$ cat config.mk
export PLATFORM = sky130hd
export DESIGN_NAME = wb_arbiter
export DESIGN_NICKNAME = d
export VERILOG_FILES = /design/src/rtl/wb_pkg.sv /design/src/rtl/rr_arbiter4.sv /design/src/rtl/wb_arbiter.sv
export SDC_FILE = /design/constraint.sdc
export NUM_CORES = 1
export LEC_CHECK = 0
export CAP_MARGIN = 15
export CORE_UTILIZATION = 40
export CTS_BUF_LIST = sky130_fd_sc_hd__clkbuf_2
export DETAILED_ROUTE_END_ITERATION = 8
export HOLD_SLACK_MARGIN = 0.15
export PLACE_DENSITY = 0.65
export SLEW_MARGIN = 5
export SYNTH_ARGS = -nofsm -noshare
export SYNTH_HDL_FRONTEND = slang
export SYNTH_SLANG_ARGS = --single-unit
export TNS_END_PERCENT = 20
$ cat constraint.sdc
create_clock -name clk -period 4.65 [get_ports clk]
set_input_delay 0.93 -clock clk [delete_from_list [all_inputs] [get_ports clk]]
set_output_delay 0.93 -clock clk [all_outputs]
set_load 0.005 [all_outputs]
$ cat src/rtl/wb_pkg.sv
// wb_pkg: shared types and constants for the write-back arbiter.
//   wb_src_t     - index of each write-back source in req/gnt/rd_in
//   arb_state_t  - arbiter state (NORMAL / STARVE)
//   NUM_WB_REQ   - number of write-back requesters
//   RD_W         - register-file destination width
//   onehot_to_idx - converts a one-hot grant into the source index
package wb_pkg;

  localparam int NUM_WB_REQ = 5;
  localparam int RD_W       = 5;

  typedef enum logic [2:0] {
    WB_PIPE = 3'd0,
    WB_MUL  = 3'd1,
    WB_DIV  = 3'd2,
    WB_LOAD = 3'd3,
    WB_CSR  = 3'd4
  } wb_src_t;

  typedef enum logic {
    ST_NORMAL = 1'b0,
    ST_STARVE = 1'b1
  } arb_state_t;

  // OR-reduction encoder; only meaningful for one-hot (or zero) input.
  function automatic logic [2:0] onehot_to_idx(input logic [NUM_WB_REQ-1:0] oh);
    logic [2:0] idx;
    idx = '0;
    for (int i = 0; i < NUM_WB_REQ; i++) begin
      if (oh[i]) idx = idx | 3'(i);
    end
    return idx;
  endfunction

endpackage

$ cat src/rtl/rr_arbiter4.sv
// rr_arbiter4: purely combinational 4-way round-robin arbiter.
//   req [3:0] - request per slot
//   ptr [1:0] - slot with highest priority this cycle
//   gnt [3:0] - one-hot grant (zero when no request)
module rr_arbiter4 (
  input  logic [3:0] req,
  input  logic [1:0] ptr,
  output logic [3:0] gnt
);

  logic [1:0] idx;
  logic       found;

  // Scan slots starting at ptr, wrapping; first requesting slot wins.
  always_comb begin
    gnt   = '0;
    found = 1'b0;
    idx   = '0;
    for (int off = 0; off < 4; off++) begin
      idx = ptr + 2'(off);
      if (!found && req[idx]) begin
        gnt[idx] = 1'b1;
        found    = 1'b1;
      end
    end
  end

endmodule

$ cat src/rtl/wb_arbiter.sv
// wb_arbiter: register-file write-back port arbiter for five sources.
//   clk        - system clock
//   reset_n    - synchronous active-low reset
//   req        - write-back request per source (bit0 = pipeline retire)
//   rd_in      - destination register per source
//   gnt        - combinational one-hot grant
//   stall_pipe - retire stage must hold (req[0] high but not granted)
//   wb_sel     - registered result-mux select (index of last grant)
//   rf_we      - registered register-file write enable
//   rf_rd      - registered register-file destination
// The pipeline retire port has fixed priority; sources 1-4 share round-robin.
// A source 1-4 that has waited STARVE_LIMIT cycles gets one forced grant
// ahead of the pipeline.
module wb_arbiter
  import wb_pkg::*;
#(
  parameter int STARVE_LIMIT = 8
) (
  input  logic                             clk,
  input  logic                             reset_n,
  input  logic [NUM_WB_REQ-1:0]            req,
  input  logic [NUM_WB_REQ-1:0][RD_W-1:0]  rd_in,
  output logic [NUM_WB_REQ-1:0]            gnt,
  output logic                             stall_pipe,
  output logic [2:0]                       wb_sel,
  output logic                             rf_we,
  output logic [RD_W-1:0]                  rf_rd
);

  localparam logic [3:0] LIMIT4 = 4'(STARVE_LIMIT);

  arb_state_t               state_reg, state_next;
  logic [2:0]               rr_ptr_reg, rr_ptr_next;   // holds 1..4
  logic [1:0]               rr_ptr_idx;
  logic [3:0]               rr_gnt;
  logic [NUM_WB_REQ-1:1]    hit_next;                  // counter reaches limit at next edge
  logic [NUM_WB_REQ-1:1]    starve_now;                // currently starved and still requesting
  logic [NUM_WB_REQ-1:1]    starve_pick;
  logic [2:0]               gnt_idx;
  logic [RD_W-1:0]          gnt_rd;
  logic [2:0]               wb_sel_reg;
  logic                     rf_we_reg;
  logic [RD_W-1:0]          rf_rd_reg;

  // Pointer value 1..4 maps onto arbiter slot 0..3 (4 wraps to slot 3).
  assign rr_ptr_idx = rr_ptr_reg[1:0] - 2'd1;

  rr_arbiter4 u_rr (
    .req (req[NUM_WB_REQ-1:1]),
    .ptr (rr_ptr_idx),
    .gnt (rr_gnt)
  );

  // Isolate lowest set bit: lowest-index starved requester wins.
  assign starve_pick = starve_now & (~starve_now + 4'd1);

  // Wait counters for the round-robin sources.
  genvar gi;
  generate
    for (gi = 1; gi < NUM_WB_REQ; gi++) begin : g_wait
      logic [3:0] cnt_reg, cnt_next;

      always_comb begin
        cnt_next = cnt_reg;
        if (!req[gi] || gnt[gi]) begin
          cnt_next = '0;
        end else if (cnt_reg != 4'hF) begin
          cnt_next = cnt_reg + 4'd1;
        end
      end

      always_ff @(posedge clk) begin
        if (!reset_n) cnt_reg <= '0;
        else          cnt_reg <= cnt_next;
      end

      assign hit_next[gi]   = (cnt_next >= LIMIT4);
      assign starve_now[gi] = req[gi] && (cnt_reg >= LIMIT4);
    end
  endgenerate

  // Grant selection. If the starved source dropped its request, STARVE
  // falls back to normal arbitration rather than granting nobody.
  always_comb begin
    gnt = '0;
    if (reset_n) begin
      if (state_reg == ST_STARVE && |starve_now) begin
        gnt[NUM_WB_REQ-1:1] = starve_pick;
      end else if (req[WB_PIPE]) begin
        gnt[WB_PIPE] = 1'b1;
      end else begin
        gnt[NUM_WB_REQ-1:1] = rr_gnt;
      end
    end
    stall_pipe = reset_n & req[WB_PIPE] & ~gnt[WB_PIPE];
  end

  // Next state and round-robin pointer.
  always_comb begin
    state_next  = state_reg;
    rr_ptr_next = rr_ptr_reg;
    case (state_reg)
      ST_NORMAL: if (|hit_next) state_next = ST_STARVE;
      ST_STARVE: state_next = ST_NORMAL;
      default:   state_next = ST_NORMAL;
    endcase
    for (int k = 1; k < NUM_WB_REQ; k++) begin
      if (gnt[k]) rr_ptr_next = (k == NUM_WB_REQ - 1) ? 3'd1 : 3'(k + 1);
    end
  end

  assign gnt_idx = onehot_to_idx(gnt);
  assign gnt_rd  = rd_in[gnt_idx];

  always_ff @(posedge clk) begin
    if (!reset_n) begin
      state_reg  <= ST_NORMAL;
      rr_ptr_reg <= 3'd1;
      wb_sel_reg <= '0;
      rf_rd_reg  <= '0;
      rf_we_reg  <= 1'b0;
    end else begin
      state_reg  <= state_next;
      rr_ptr_reg <= rr_ptr_next;
      if (|gnt) begin
        wb_sel_reg <= gnt_idx;
        rf_rd_reg  <= gnt_rd;
        rf_we_reg  <= |gnt_rd;   // x0 destination completes handshake without a write
      end else begin
        rf_we_reg  <= 1'b0;
      end
    end
  end

  assign wb_sel = wb_sel_reg;
  assign rf_rd  = rf_rd_reg;
  assign rf_we  = rf_we_reg;

endmodule

==> results of run 1 <==
## cells by family (layout without fill, tap and decap cells)
logic type	count (synthesis)	count (layout)	synth area share
AND/OR/NAND/NOR	104	104	0.251
AO/OA/AOI/OAI	73	73	0.267
buffers and inverters	29	81	0.0559
flip-flops	28	28	0.245
multiplexers	17	17	0.0833
adder cells (fa/ha/maj)	15	15	0.0822
XOR/XNOR	4	4	0.0153
## power by group
part	switching [mW]	total (mW)	internal, mW
clock network	0.0778	0.152	0.0739
logic	0.340	0.665	0.325
registers	0.0387	0.323	0.284
## worst min-delay path, cell delays in order, from the launching register on
cell and delay (ns):
dfxtp_1 0.39, nand2_1 0.05, a21oi_1 0.05
## worst paths after layout
check                                    from   endpoint  slack [ns]  depth (start not counted)
worst min-delay path                wb_sel[0]  wb_sel[0]        0.49                          2
worst max-delay path                   req[2]     gnt[2]        0.16                          7
worst max register to register  rr_ptr_reg[0]      rf_we        0.77                         10
worst min register to register      wb_sel[0]  wb_sel[0]        0.49                          2
## routing by layer
metal  global-route usage  wire length, um  vias to the layer above
met5                    0                0                        -
met4               0.0509              139                        0
met3               0.0353              368                       12
met2                0.357             2860                       66
met1                0.277             2820                     1070
li1                     -                -                     1138
## cell type report
type,count,area share
Inverter,15,0.0192
Clock inverter,1,0.0102
Sequential cell,28,0.191
Timing Repair Buffer,62,0.198
Tap cell,72,0.0307
Multi-Input combinational cell,213,0.545
Clock buffer,3,0.00511
## stage by stage
stage,setup WS [ns],total power [mW],cells
2_1_floorplan,0.824,0.754,270
3_3_place_gp,0.171,0.975,390
3_5_place_dp,0.163,0.980,390
4_1_cts,0.0127,1.13,394
5_1_grt,0.0108,1.22,394
6_report,0.158,1.14,394
## layout by cell type (no fill, tap or decap), types with 3 or more instances in the layout
master            n
a221oi_1          4
dfxtp_1          27
clkbuf_2          3
o21ai_0           9
a211oi_1          6
nand2_1          14
nand3_1          14
buf_4            16
mux2_2            6
inv_1            15
mux2i_1          10
nor2_1           23
a21oi_1           7
ha_1             15
xnor2_1           4
a31oi_1           5
nand2b_1          4
nor3_1           15
nand3b_1          4
and3_1            6
clkdlybuf4s50_1  45
==> results.toml, run 1 <==
[critical_path]
critPathMaxStageDelay_ns = 0.57
critPathMaxFanout = 7
slowest_stage = "clkdlybuf4s50_1"
crit_family = "buffers and inverters"
start_kind = "input pin"
worstPathArrival_ns = 3.56
worst-path-buf-inv = 2
path_cells = "clkdlybuf4s50_1 > mux2_2 > nor2_1 > or4_1 > a311o_1 > a21oi_1 > clkdlybuf4s50_1"
crit_type = "input pin to output port"
path_common_cell = "clkdlybuf4s50_1"
required_ns = 3.72
critPathCaptureType = "output port"

[sta]
finClkSkew_ns = 0.0164
clock.fmax_ghz = 0.223
layout_min_cycle_time_ns = 4.49
maxSlewHeadroom = 0.694
rsz0062_at_grt = "false"
finalSetupViolCount = 0
setup_tns_ns = 0
slew_viol_final = 0
fin_hold_ws_ns = 0.489
tightest_slew_ns = 0.453
finalHoldViolCount = 0
period_share = 0.966

[grt]
overflow = 0
grt_max_degree = 17
grt_pass1_wl_um = 10300
grt_use_total = 0.211
antenna_found_initial = 0
grt_pass1_vias = 2157

[logic_synthesis]
netlist_top_cells_count = "dfxtp_1, nor2_1, ha_1, inv_1, nor3_1"
syn_area_sq_um = 2280
yosys.area.top_type_share = 0.245
yosys.area.top_type = "dfxtp_1"
synth.most_common_cell = "dfxtp_1"
synth-edff-count = 0
syn_area_per_cell_sq_um = 8.46
synth_area_leaders = "dfxtp_1, ha_1, mux2i_1"
ys_types = 72
synthArstFlopShare = 0
synthFlopType = "dfxtp_1"
ys_ff_latch = 28
synth.net_count = 317
synthCells = 270
ys_seq_area_frac = 0.245
yosysWarnings = 0

[final_layout]
seqCellArea_sq_um = 562
drive_gt1_frac = 0.127
multi_input_area_sq_um = 1600
fillers = 503
antennaDiodeCount = 0
area.growth.synth_to_final_pct = 28.7
final_util = 0.534
stdcell_area_sq_um = 2940
fin_nets = 370
largest_register_ffs = 16

[pwr]
powerDensity_nw_per_um2 = 388
ir_worst_vdd_v = 0.000158
leakage_nw = 1.19

[clock_network]
cts_inserted_buffers = 3
clockBufferDepth = 2
cts_root_buf = "clkbuf_2"
tritoncts = "yes"
clk_pin_slew_worst_paths_ns = 0.29
post_cts_resized = 0
cts_setup_buffers = 0
ctsHoldBuffers = 0
clk_latency_ns = 0.38
clkSinkCount = 28
ctsHtreeMaxLevel = 1

[routing]
drt_iter0_markers = 121
avgViaCountPerCell = 5.80
num_vias = 2286
avgRoutedWirePerCell_um = 15.7
firstDrtPassIters = 7
drc = 0
final_antenna_net_count = 0
totalWireLength_um = 6190

[floorplanning]
fp.dieArea_sq_um = 6010
start_util = 0.415
fp-row-count = 27
die_w_um = 77.6
io_pins = 47
fp.coreArea_sq_um = 5510
fp.dieH_um = 77.6

[place]
place.gp.congestion = 0.953
hpwlAfterDp_um = 4740
place_area_sq_um = 2880
port-buffer-count = 46

[flow_run]
maxCapViolCount = 0

[min_path]
min-delay-path-class = "flop to flop"

[status]
status = "finished clean"
No activity file was read; power rests on OpenSTA's default activity.
==> run 2: changes to the inputs <==
==> constraint.sdc (replaced) <==
create_clock -name clk -period 5.2 [get_ports clk]
set_input_delay 1.04 -clock clk [delete_from_list [all_inputs] [get_ports clk]]
set_output_delay 1.04 -clock clk [all_outputs]
set_load 0.005 [all_outputs]
==> results.toml, run 2 (synthesized netlist as in run 1, its figures left out) <==
[place]
hpwlAfterDp_um = 4780
place.gp.congestion = 0.995
dp_slack_ns = 0.397
dp_cells = 387
port-buffer-count = 46
place_area_sq_um = 2860

[critical_path]
r2r_end = "rf_we"
path_cells = "clkdlybuf4s50_1 > mux2_2 > nor4_1 > o221ai_1 > a311o_1 > a21oi_1 > clkdlybuf4s50_1"
worstPathArrival_ns = 3.79
reg2reg_from = "rr_ptr_reg[1]"
required_ns = 4.16
worst-path-buf-inv = 2
startpoint = "req[2]"
path_common_cell = "clkdlybuf4s50_1"
critPathMaxFanout = 9
cp.depth = 7
critPathMaxStageDelay_ns = 0.55
critPathCaptureType = "output port"
crit_type = "input pin to output port"
slowest_stage = "clkdlybuf4s50_1"
crit_path_end = "gnt[2]"
ff2ff_path_depth = 11
crit_family = "buffers and inverters"
start_kind = "input pin"
rrSetupSlack_ns = 1.45

[floorplanning]
io_pins = 47
fp.coreArea_sq_um = 5510
fp.dieArea_sq_um = 6010
die_w_um = 77.6
start_util = 0.415
fp.dieH_um = 77.6
fp-row-count = 27

[clock_network]
ctsHtreeMaxLevel = 1
clkSinkCount = 28
clockBufferDepth = 2
tritoncts = "yes"
cts_setup_buffers = 0
cts_root_buf = "clkbuf_2"
cts_inserted_buffers = 3
clk_latency_ns = 0.37
ctsHoldBuffers = 0
post_cts_resized = 0
clk_pin_slew_worst_paths_ns = 0.27

[sta]
tightest_slew_ns = 0.613
finalSetupViolCount = 0
maxSlewHeadroom = 0.587
finalWorstSetupSlack_ns = 0.366
rsz0062_at_grt = "false"
finalHoldViolCount = 0
layout_min_cycle_time_ns = 4.83
finClkSkew_ns = 0.00806
setup_tns_ns = 0
period_share = 0.930
clock.fmax_ghz = 0.207
slew_viol_final = 0

[grt]
antenna_found_initial = 0
overflow = 0
grt_use_total = 0.207
grt_max_degree = 18
grt_pass1_vias = 2054
grt_pass1_wl_um = 10100

[final_layout]
fin_nets = 367
area.growth.synth_to_final_pct = 27.2
final_common_cell = "clkdlybuf4s50_1"
seqCellArea_sq_um = 561
fin_cells = 391
largest_register_ffs = 16
multi_input_area_sq_um = 1600
drive_gt1_frac = 0.113
stdcell_area_sq_um = 2910
layout_common_cells = "clkdlybuf4s50_1, dfxtp_1, nor2_1"
fillers = 532
antennaDiodeCount = 0

[status]
status = "finished clean"

[min_path]
min-delay-path-class = "flop to flop"

[routing]
num_vias = 2263
avgViaCountPerCell = 5.79
drt_iter0_markers = 152
firstDrtPassIters = 7
avgRoutedWirePerCell_um = 15.6
final_antenna_net_count = 0
drc = 0
totalWireLength_um = 6090

[pwr]
power_uw = 998
powerDensity_nw_per_um2 = 343
leakage_nw = 1.17
ir_worst_vdd_v = 0.000145

[flow_run]
maxCapViolCount = 0
[run 2: cell types whose count changed in the layout (fill, tap and decap cells not counted), sizes merged]
cell           previous run  this run
clkdlybuf4s50            45        46
dlymetal6s2s              1         0
buf                      16        13
[run 2: metrics by stage]
| step | util | hold slack, ns |
|---|---|---|
| after CTS | 0.528 | 0.490 |
| after global routing | 0.528 | 0.522 |
| after detailed placement | 0.519 | 0.462 |
| final | 0.528 | 0.490 |
| after floorplan | - | 0.453 |
| after global placement | 0.519 | 0.458 |
[run 2: worst min-delay path by stage]
| stage | to | startpoint | cells after the start |
|---|---|---|---|
| 6_report | wb_sel[2] | wb_sel[2] | 2 |
| 5_1_grt | wb_sel[2] | wb_sel[2] | 2 |
| 4_1_cts | wb_sel[2] | wb_sel[2] | 2 |
| 3_5_place_dp | wb_sel[2] | wb_sel[2] | 2 |
| 3_3_place_gp | wb_sel[2] | wb_sel[2] | 2 |
| 2_1_floorplan | wb_sel[0] | wb_sel[0] | 2 |
[run 2: routing by layer]
layer,vias up,GRT usage,part of all wire
li1,1135,-,-
met1,1066,0.281,0.46
met2,58,0.351,0.48
met3,4,0.0282,0.058
met4,0,0.0358,0.0082
met5,-,0,0
[run 2: cell type report]
class,count,share of cell area
inverter,15,0.0194
multi-input combinational,213,0.549
timing repair buffer,59,0.192
sequential,28,0.193
tap,72,0.0310
clock inverter,1,0.0103
clock buffer,3,0.00517
[run 2: where the power goes]
group          switching [mW]  internal (mW)
clock                  0.0671         0.0661
combinational           0.304          0.281
sequential             0.0260          0.253
total                   0.397          0.600
[run 2: worst register-to-register path, delay by kind of cell, from the launching register on]
| kind | cells | cell delay [ns] |
|---|---|---|
| buffers and inverters | 2 | 0.31 |
| multiplexers | 2 | 0.76 |
| flip-flops | 1 | 0.51 |
| adder cells (fa/ha/maj) | 1 | 0.46 |
| AO/OA/AOI/OAI | 6 | 1.62 |
